## src/rtl/rpc_pad_dir_ctrl.sv

```systemverilog
// rtl/rpc_pad_dir_ctrl.sv - RPC DRAM pad direction/turnaround sequencer for DQS/DQSN and DB[15:0]
// Optional read idle timeout: define RPC_PAD_DIR_TIMEOUT_EN.
module rpc_pad_dir_ctrl #(
  parameter int PRE_CYCLES  = 2,
  parameter int POST_CYCLES = 1,
  parameter int TURN_CYCLES = 2,
  parameter int LEN_W       = 8,
  parameter int TIMEOUT     = 255
) (
  input  logic             clk_i,
  input  logic             rst_i,
  input  logic             req_valid_i,
  output logic             req_ready_o,
  input  logic             req_write_i,
  input  logic [LEN_W-1:0] req_len_i,
  output logic             wbeat_ready_o,
  input  logic             rbeat_valid_i,
  output logic             busy_o,
  output logic             done_o,
  output logic             timeout_o,
  output logic             oe_dqs_o,
  output logic             oe_db_o,
  output logic             ie_dqs_o,
  output logic             ie_db_o,
  output logic             pd_en_dqs_o,
  output logic             pd_en_db_o
);

  // One shared phase/beat counter; wide enough for a full-length burst and every phase length.
  localparam int CW = (LEN_W > 16) ? LEN_W : 16;

  if (PRE_CYCLES < 1 || POST_CYCLES < 1 || TURN_CYCLES < 1 || TIMEOUT < 1) begin : g_param_check
    $error("rpc_pad_dir_ctrl: cycle parameters must be >= 1");
  end

  typedef enum logic [2:0] {
    IDLE,
    WR_PRE,
    WR_DATA,
    WR_POST,
    RD_DATA,
    TURN
  } state_t;

  state_t           state, state_n;
  logic [CW-1:0]    cnt, cnt_n;
  logic [LEN_W-1:0] len_q, len_n;

`ifdef RPC_PAD_DIR_TIMEOUT_EN
  localparam int TW = $clog2(TIMEOUT + 1);
  logic [TW-1:0] idle_cnt, idle_n;
  logic          to_q, to_n;
`endif

  always_ff @(posedge clk_i) begin
    if (rst_i) begin
      state <= IDLE;
      cnt   <= '0;
      len_q <= '0;
`ifdef RPC_PAD_DIR_TIMEOUT_EN
      idle_cnt <= '0;
      to_q     <= 1'b0;
`endif
    end else begin
      state <= state_n;
      cnt   <= cnt_n;
      len_q <= len_n;
`ifdef RPC_PAD_DIR_TIMEOUT_EN
      idle_cnt <= idle_n;
      to_q     <= to_n;
`endif
    end
  end

  always_comb begin
    state_n = state;
    cnt_n   = cnt;
    len_n   = len_q;
`ifdef RPC_PAD_DIR_TIMEOUT_EN
    idle_n  = idle_cnt;
    to_n    = to_q;
`endif
    case (state)
      IDLE: begin
        cnt_n = '0;
`ifdef RPC_PAD_DIR_TIMEOUT_EN
        idle_n = '0;
        to_n   = 1'b0;
`endif
        if (req_valid_i) begin
          len_n   = req_len_i;
          state_n = req_write_i ? WR_PRE : RD_DATA;
        end
      end
      WR_PRE: begin
        if (cnt == CW'(PRE_CYCLES - 1)) begin
          state_n = WR_DATA;
          cnt_n   = '0;
        end else cnt_n = cnt + 1'b1;
      end
      WR_DATA: begin
        if (cnt == CW'(len_q)) begin
          state_n = WR_POST;
          cnt_n   = '0;
        end else cnt_n = cnt + 1'b1;
      end
      WR_POST: begin
        if (cnt == CW'(POST_CYCLES - 1)) begin
          state_n = TURN;
          cnt_n   = '0;
        end else cnt_n = cnt + 1'b1;
      end
      RD_DATA: begin
        // cnt holds beats already captured, so it tops out at len and never wraps
        if (rbeat_valid_i) begin
`ifdef RPC_PAD_DIR_TIMEOUT_EN
          idle_n = '0;
`endif
          if (cnt == CW'(len_q)) begin
            state_n = TURN;
            cnt_n   = '0;
          end else cnt_n = cnt + 1'b1;
        end
`ifdef RPC_PAD_DIR_TIMEOUT_EN
        else if (idle_cnt == TW'(TIMEOUT - 1)) begin
          state_n = TURN;
          cnt_n   = '0;
          to_n    = 1'b1;
        end else idle_n = idle_cnt + 1'b1;
`endif
      end
      TURN: begin
        if (cnt == CW'(TURN_CYCLES - 1)) begin
          state_n = IDLE;
          cnt_n   = '0;
        end else cnt_n = cnt + 1'b1;
      end
      default: begin
        state_n = IDLE;
        cnt_n   = '0;
      end
    endcase
  end

  always_comb begin
    req_ready_o   = 1'b0;
    wbeat_ready_o = 1'b0;
    busy_o        = (state != IDLE);
    done_o        = 1'b0;
    oe_dqs_o      = 1'b0;
    oe_db_o       = 1'b0;
    ie_dqs_o      = 1'b0;
    ie_db_o       = 1'b0;
    pd_en_dqs_o   = 1'b1;
    pd_en_db_o    = 1'b1;
    case (state)
      IDLE:    req_ready_o = ~rst_i;
      WR_PRE: begin
        oe_dqs_o    = 1'b1;
        oe_db_o     = 1'b1;
        pd_en_dqs_o = 1'b0;
        pd_en_db_o  = 1'b0;
      end
      WR_DATA: begin
        oe_dqs_o      = 1'b1;
        oe_db_o       = 1'b1;
        wbeat_ready_o = 1'b1;
        pd_en_dqs_o   = 1'b0;
        pd_en_db_o    = 1'b0;
      end
      WR_POST: begin
        oe_dqs_o    = 1'b1;
        pd_en_dqs_o = 1'b0;
      end
      RD_DATA: begin
        ie_dqs_o    = 1'b1;
        ie_db_o     = 1'b1;
        pd_en_dqs_o = 1'b0;
        pd_en_db_o  = 1'b0;
      end
      TURN:    done_o = (cnt == CW'(TURN_CYCLES - 1));
      default: ;
    endcase
`ifdef RPC_PAD_DIR_TIMEOUT_EN
    timeout_o = done_o & to_q;
`else
    timeout_o = 1'b0;
`endif
  end

endmodule

```

## config.mk

```make
export PLATFORM = sky130hd
export DESIGN_NAME = rpc_pad_dir_ctrl
export DESIGN_NICKNAME = d
export VERILOG_FILES = /design/src/rtl/rpc_pad_dir_ctrl.sv
export SDC_FILE = /design/constraint.sdc
export NUM_CORES = 1
export LEC_CHECK = 0
export ABC_AREA = 0
export ABC_CLOCK_PERIOD_IN_PS = 1800
export CELL_PAD_IN_SITES_DETAIL_PLACEMENT = 0
export CELL_PAD_IN_SITES_GLOBAL_PLACEMENT = 1
export CORE_MARGIN = 5
export CORE_UTILIZATION = 30
export DETAILED_ROUTE_END_ITERATION = 8
export PLACE_DENSITY = 0.63
export SYNTH_ARGS = -nofsm -noshare
export SYNTH_HDL_FRONTEND = slang
export SYNTH_SLANG_ARGS = --single-unit
```

## constraint.sdc

```tcl
create_clock -name clk_i -period 1.8 [get_ports clk_i]
set_input_delay 0.54 -clock clk_i [delete_from_list [all_inputs] [get_ports clk_i]]
set_output_delay 0.54 -clock clk_i [all_outputs]
set_load 0.01 [all_outputs]
```

# Yosys cells after proc, flatten, opt, wreduce, memory -nomap -nowiden
# Cells that the tools add are included.
[classes] bitwise_logic=1 n_eq_ne=14 muxes=22 n_addsub=1 reduce_logical=10
[op_table] operator="16-bit 2-to-1 mux" count=4
[op_table] operator="16-bit one-hot mux with 4 select lines" count=1
[op_table] operator="3-bit 2-to-1 mux" count=8
[op_table] operator="3-bit one-hot mux with 6 select lines" count=1
[op_table] operator="16-bit by 1-bit adder with 16-bit output (second input constant)" count=1
[op_table] operator="16-bit by 1-bit equality test with 1-bit output (second input constant)" count=1
[op_table] operator="16-bit by 8-bit equality test with 1-bit output" count=1
[op_table] operator="16-bit zero test" count=1
[op_table] operator="2-bit inequality test (second input constant)" count=7
[op_table] operator="1-bit 2-to-1 mux" count=8
[op_table] operator="7-bit AND reduction" count=1
[op_table] operator="3-bit by 2-bit equality test with 1-bit output (second input constant)" count=2
[op_table] operator="3-bit equality test (second input constant)" count=2
[op_table] operator="3-bit OR reduction" count=2
[op_table] operator="2-bit OR reduction" count=2
[op_table] operator="4-bit OR reduction" count=1
[op_table] operator="3-bit by 1-bit equality test with 1-bit output (second input constant)" count=1
[op_table] operator="3-bit zero test" count=1
[op_table] operator="3-bit nonzero test" count=1
[op_table] operator="2-bit AND reduction" count=1
[op_table] operator="1-bit inverter" count=1
[totals] inputBits=13 ff_bits=27 output_inout_bits=11 word_cells=51

# Depth between registers and ports, before layout
[logic_depth] word_depth=4 depth_mapped=7 depth_no_buf=7

# Least setup slack after synthesis
# Ideal clock, no wire load.
[synth_timing] path_kind="register to output" startpoint="register cnt[3]" endpoint="output done_o" stages_incl_launch_ff=6 t_arrival_ns=1.299 path_buffers=1 path_slack_ns=-0.039 required_time_ns=1.260 path_cell_list="dfxtp_1 -> buf_2 -> nor4_4 -> nand3_1 -> nor2_1 -> nor3b_1"
[synth_via] elab_chain_cells=2
[synth_lines] element="from (decl)" line_no="46" text="logic [CW-1:0] cnt, cnt_n;"
[synth_lines] element="from (signal assigned)" line_no="66" text="cnt <= cnt_n;"
[synth_lines] element="16-bit by 1-bit equality test with 1-bit output" line_no="181" text="TURN: done_o = (cnt == CW'(TURN_CYCLES - 1));"
[synth_lines] element="1-bit 2-to-1 mux" line_no="156" text="case (state)"
[synth_lines] element="to (decl)" line_no="19" text="output logic done_o,"
# No other way between the ends.

# Worst setup path after layout
[layout_timing] startpoint="register cnt[13]" endpoint="output done_o"
# Same word-level chain as after synthesis.

==> results.py <==
metrics = {
    "outcome": {
        "run_status": "finished, violations left",
        "failing_checks": "setup timing",
    },
    "layout": {
        "antenna_cells": 0,
        "final_net_count": 314,
        "final_design_area_excluding_fillers_um2": 2754,
        "share_of_layout_cells_above_drive_strength_1_pct": 46.80,
        "fin_cells": 367,
        "areaGrowthSynthToFinish_pct": 68.79,
    },
    "global_routing": {
        "pin_count_of_the_biggest_net_entering_global_routing": 23,
        "first_global_vias": 1704,
        "overflow": 0,
        "global_route.usage.total_pct": 13.89,
        "grt_pass1_wl_um": 8010,
        "antenna_found_initial": 0,
    },
    "logic_synthesis": {
        "postSynthCellCount": 209,
        "synth.top_cell.area_share_pct": 33.13,
        "synth.area.top_cells": "sky130_fd_sc_hd__dfxtp_1 33%, sky130_fd_sc_hd__nand2_1 7.1%, sky130_fd_sc_hd__a21oi_1 5.5%, sky130_fd_sc_hd__nor2_1 5.3%, sky130_fd_sc_hd__xnor2_1 4.8%",
        "synth-seq-cells": 27,
        "postSynthAreaPerCell_um2": 7.807,
        "synth_edf_count": 0,
        "syn_area_um2": 1632,
        "netlist-cell-type-count": 48,
        "synth_top_flop_cell": "sky130_fd_sc_hd__dfxtp_1",
        "synth_sequential_area_ratio_pct": 33.13,
        "postSynth.asyncResetShare_pct": 0,
        "synth-warning-count": 0,
        "netlist.top_cell.by_area": "sky130_fd_sc_hd__dfxtp_1",
        "synth_commonest_cells": "31 x sky130_fd_sc_hd__nand2_1, 27 x sky130_fd_sc_hd__dfxtp_1, 23 x sky130_fd_sc_hd__nor2_1",
        "yosysMostFrequentCell": "sky130_fd_sc_hd__nand2_1",
        "synth.net_count": 225,
    },
    "power": {
        "switching_power_as_a_share_of_total_power_pct": 37.73,
        "total_leakage_power_nw": 1.100,
        "peakVddDrop_mv": 0.7231,
        "intPower_mw": 2.033,
        "power.net_switching_mw": 1.232,
        "sequentialPowerShare_pct": 23.4,
        "share_clk_of_total_power_pct": 11.1,
        "pwr-share-comb_pct": 65.5,
        "pwr_density_cell_nw_per_um2": 1186,
    },
    "timing": {
        "period_share_pct": 112.3,
        "final-hold-violation-count": 0,
        "timing.final.crit_period_ns": 2.022,
        "setup_viol_count_final": 12,
        "rsz0062_at_grt": "true",
        "finalClockSkew_ns": 0.004981,
        "clock.fmax_mhz": 494.6,
        "tns_ns": -0.5302,
        "final.setup.worst_slack_ns": -0.2219,
        "report.final.slew_viol_count": 0,
    },
    "route": {
        "initialDrtViolationCount": 83,
        "drt-total-wl_um": 4912,
        "wirelength_per_cell_um": 13.38,
        "route.vias.total": 1780,
        "route.detailed.vias_per_inst": 4.850,
        "detail_route.first_pass.iterations": 4,
        "ant_nets": 0,
        "drc_errors": 0,
    },
    "floorplan": {
        "core_region_area_um2": 5205,
        "die_height_um": 83.75,
        "die_width_um": 83.75,
        "floorplan.die_area_um2": 7013,
        "std_cell_rows": 26,
        "floorplan.io_pins": 24,
        "initial_utilization_pct": 31.35,
    },
    "place": {
        "post-dp-hpwl_um": 3445,
        "post_dp_cell_area_um2": 2268,
        "routabilityCongestion": 0.8112,
        "placed_cells": 342,
        "io_buffers": 22,
        "post_placement_worst_setup_slack_ns": -0.4604,
    },
    "worst_setup_path": {
        "cp_max_fo": 2,
        "critical_path.startpoint_type": "flop",
        "worst-setup-path-type": "flop to output port",
        "crit_arrival_ns": 1.48,
        "buffers_and_inverters_on_the_worst_path": 1,
        "slowest_delay_ns": 0.35,
        "worstRegToRegCells": 7,
        "worstReg2RegEnd": "state[0]",
        "worstPathCellList": "nor4_4, nand2_2, nor2_2, nor3b_2, buf_2",
        "setup.worst_path.end_class": "output port",
        "critical_path.top_delay_family": "simple AND/OR/NAND/NOR gates",
        "critPathRequiredTime_ns": 1.26,
        "flop2flop_setup_slack_ns": -0.05,
        "r2r-start": "cnt[2]",
        "worst_path_max_delay_cell": "sky130_fd_sc_hd__dfxtp_2",
    },
    "worst_hold_path": {
        "hold_path_sink": "len_q[2]",
        "hold_start": "len_q[2]",
        "worstHoldPathType": "flop to flop",
        "hold-path-cell-count": 2,
    },
    "clock_tree": {
        "cts_tree": "built",
        "clk_lat_worst_skew_ns": 0.28,
        "clk_pin_slew_worst_paths_ns": 0.10,
        "cts-root-buf": "sky130_fd_sc_hd__clkbuf_8",
        "clock_tree.htree_level_count": 1,
        "cts_buffers": 3,
        "cts-root-to-sink-buffers": 2,
        "clock-sinks": 27,
    },
    "flow_run": {
        "max_cap_viol_count": 0,
    },
}
[cells by family after synthesis]
group	share of synthesized area, %
and+or+nand+nor	31.13
DFF	33.13
AOI/OAI and AO/OA	18.87
buffers and inverters	5.674
other	0.2298
xor gates and xnor gates	8.052
adders and majority gates	2.301
muxes	0.6135
[state kept, by name, indices dropped and copies added, names as in the netlist]
signal and cells:
state 3, cnt 16, len_q 8
[stage by stage]
step / utilization (%) / total power, mW / hold WS, ns
3_5_place_dp: 43.58 / 2.195 / 0.4638
3_3_place_gp: 43.58 / 2.205 / 0.4593
5_1_grt: 52.91 / 3.487 / 0.5016
2_1_floorplan: - / 1.483 / 0.4461
6_report: 52.91 / 3.266 / 0.4761
4_1_cts: 47.28 / 2.744 / 0.4810
[routing by layer]
metal,part of all wire (%),global-route usage (%),up-vias
li1,-,-,908
met1,47,18.24,839
met2,49,23.79,28
met3,2.9,1.974,5
met4,0.98,3.509,0
met5,0,0,-
[layout by cell type, fill, tap and decap left out, types with 4 or more instances in the layout]
master,instances
sky130_fd_sc_hd__a21oi_1,14
sky130_fd_sc_hd__a21oi_2,4
sky130_fd_sc_hd__buf_2,7
sky130_fd_sc_hd__buf_4,53
sky130_fd_sc_hd__buf_6,20
sky130_fd_sc_hd__clkdlybuf4s50_1,11
sky130_fd_sc_hd__dfxtp_1,17
sky130_fd_sc_hd__dfxtp_2,7
sky130_fd_sc_hd__inv_1,6
sky130_fd_sc_hd__nand2_1,28
sky130_fd_sc_hd__nand3_1,7
sky130_fd_sc_hd__nand4_1,5
sky130_fd_sc_hd__nor2_1,16
sky130_fd_sc_hd__nor2_2,5
sky130_fd_sc_hd__nor3_1,5
sky130_fd_sc_hd__o21ai_1,5
sky130_fd_sc_hd__o21ai_2,5
sky130_fd_sc_hd__xnor2_1,5
sky130_fd_sc_hd__xnor2_2,4
sky130_fd_sc_hd__xor2_1,5
[worst max-delay path by stage]
stage	startpoint	end	slack, ns	cells after the start
finish	cnt[13]	done_o	-0.22	5
global route	cnt[13]	done_o	-0.31	5
CTS	cnt[5]	done_o	-0.25	5
detailed placement	rst_i	req_ready_o	-0.46	3
global placement	rst_i	req_ready_o	-0.45	3
floorplan	cnt[3]	done_o	0.06	5
[cell type report]
cell class,count,area [um2]
fillers,498,2451
flip-flops and latches,27,560.5
clock buffers,4,45.04
inverters,7,28.78
well taps,70,87.58
multi-input cells,164,1210
repair buffers,95,822.0
[worst reg2reg max path: stages (launching register included)]
cell and delay, ns:
sky130_fd_sc_hd__dfxtp_2 0.34, sky130_fd_sc_hd__nor4_4 0.28, sky130_fd_sc_hd__buf_4 0.15, sky130_fd_sc_hd__buf_4 0.11
sky130_fd_sc_hd__a41o_1 0.26, sky130_fd_sc_hd__and3_4 0.27, sky130_fd_sc_hd__o211ai_2 0.11, sky130_fd_sc_hd__a311oi_2 0.24
[what timing repair did]
action | in CTS | in global routing
setup endpoints to repair | 28 | 28
pin swaps | 17 | 28
endpoints found under the hold margin | 0 | 0
buffers inserted | 8 | 13
gates cloned | 0 | 1
hold buffers | 0 | 0
gates resized for setup | 77 | 50
[power groups by stage]
stage / registers (mW) / logic [mW] / clock network [mW]
global route: 0.776 / 2.31 / 0.400
detailed placement: 0.739 / 1.46 / 0
global placement: 0.738 / 1.47 / 0
floorplan: 0.724 / 0.759 / 0
finish: 0.765 / 2.14 / 0.361
CTS: 0.747 / 1.63 / 0.368
Power figures use the tool's default switching activity.
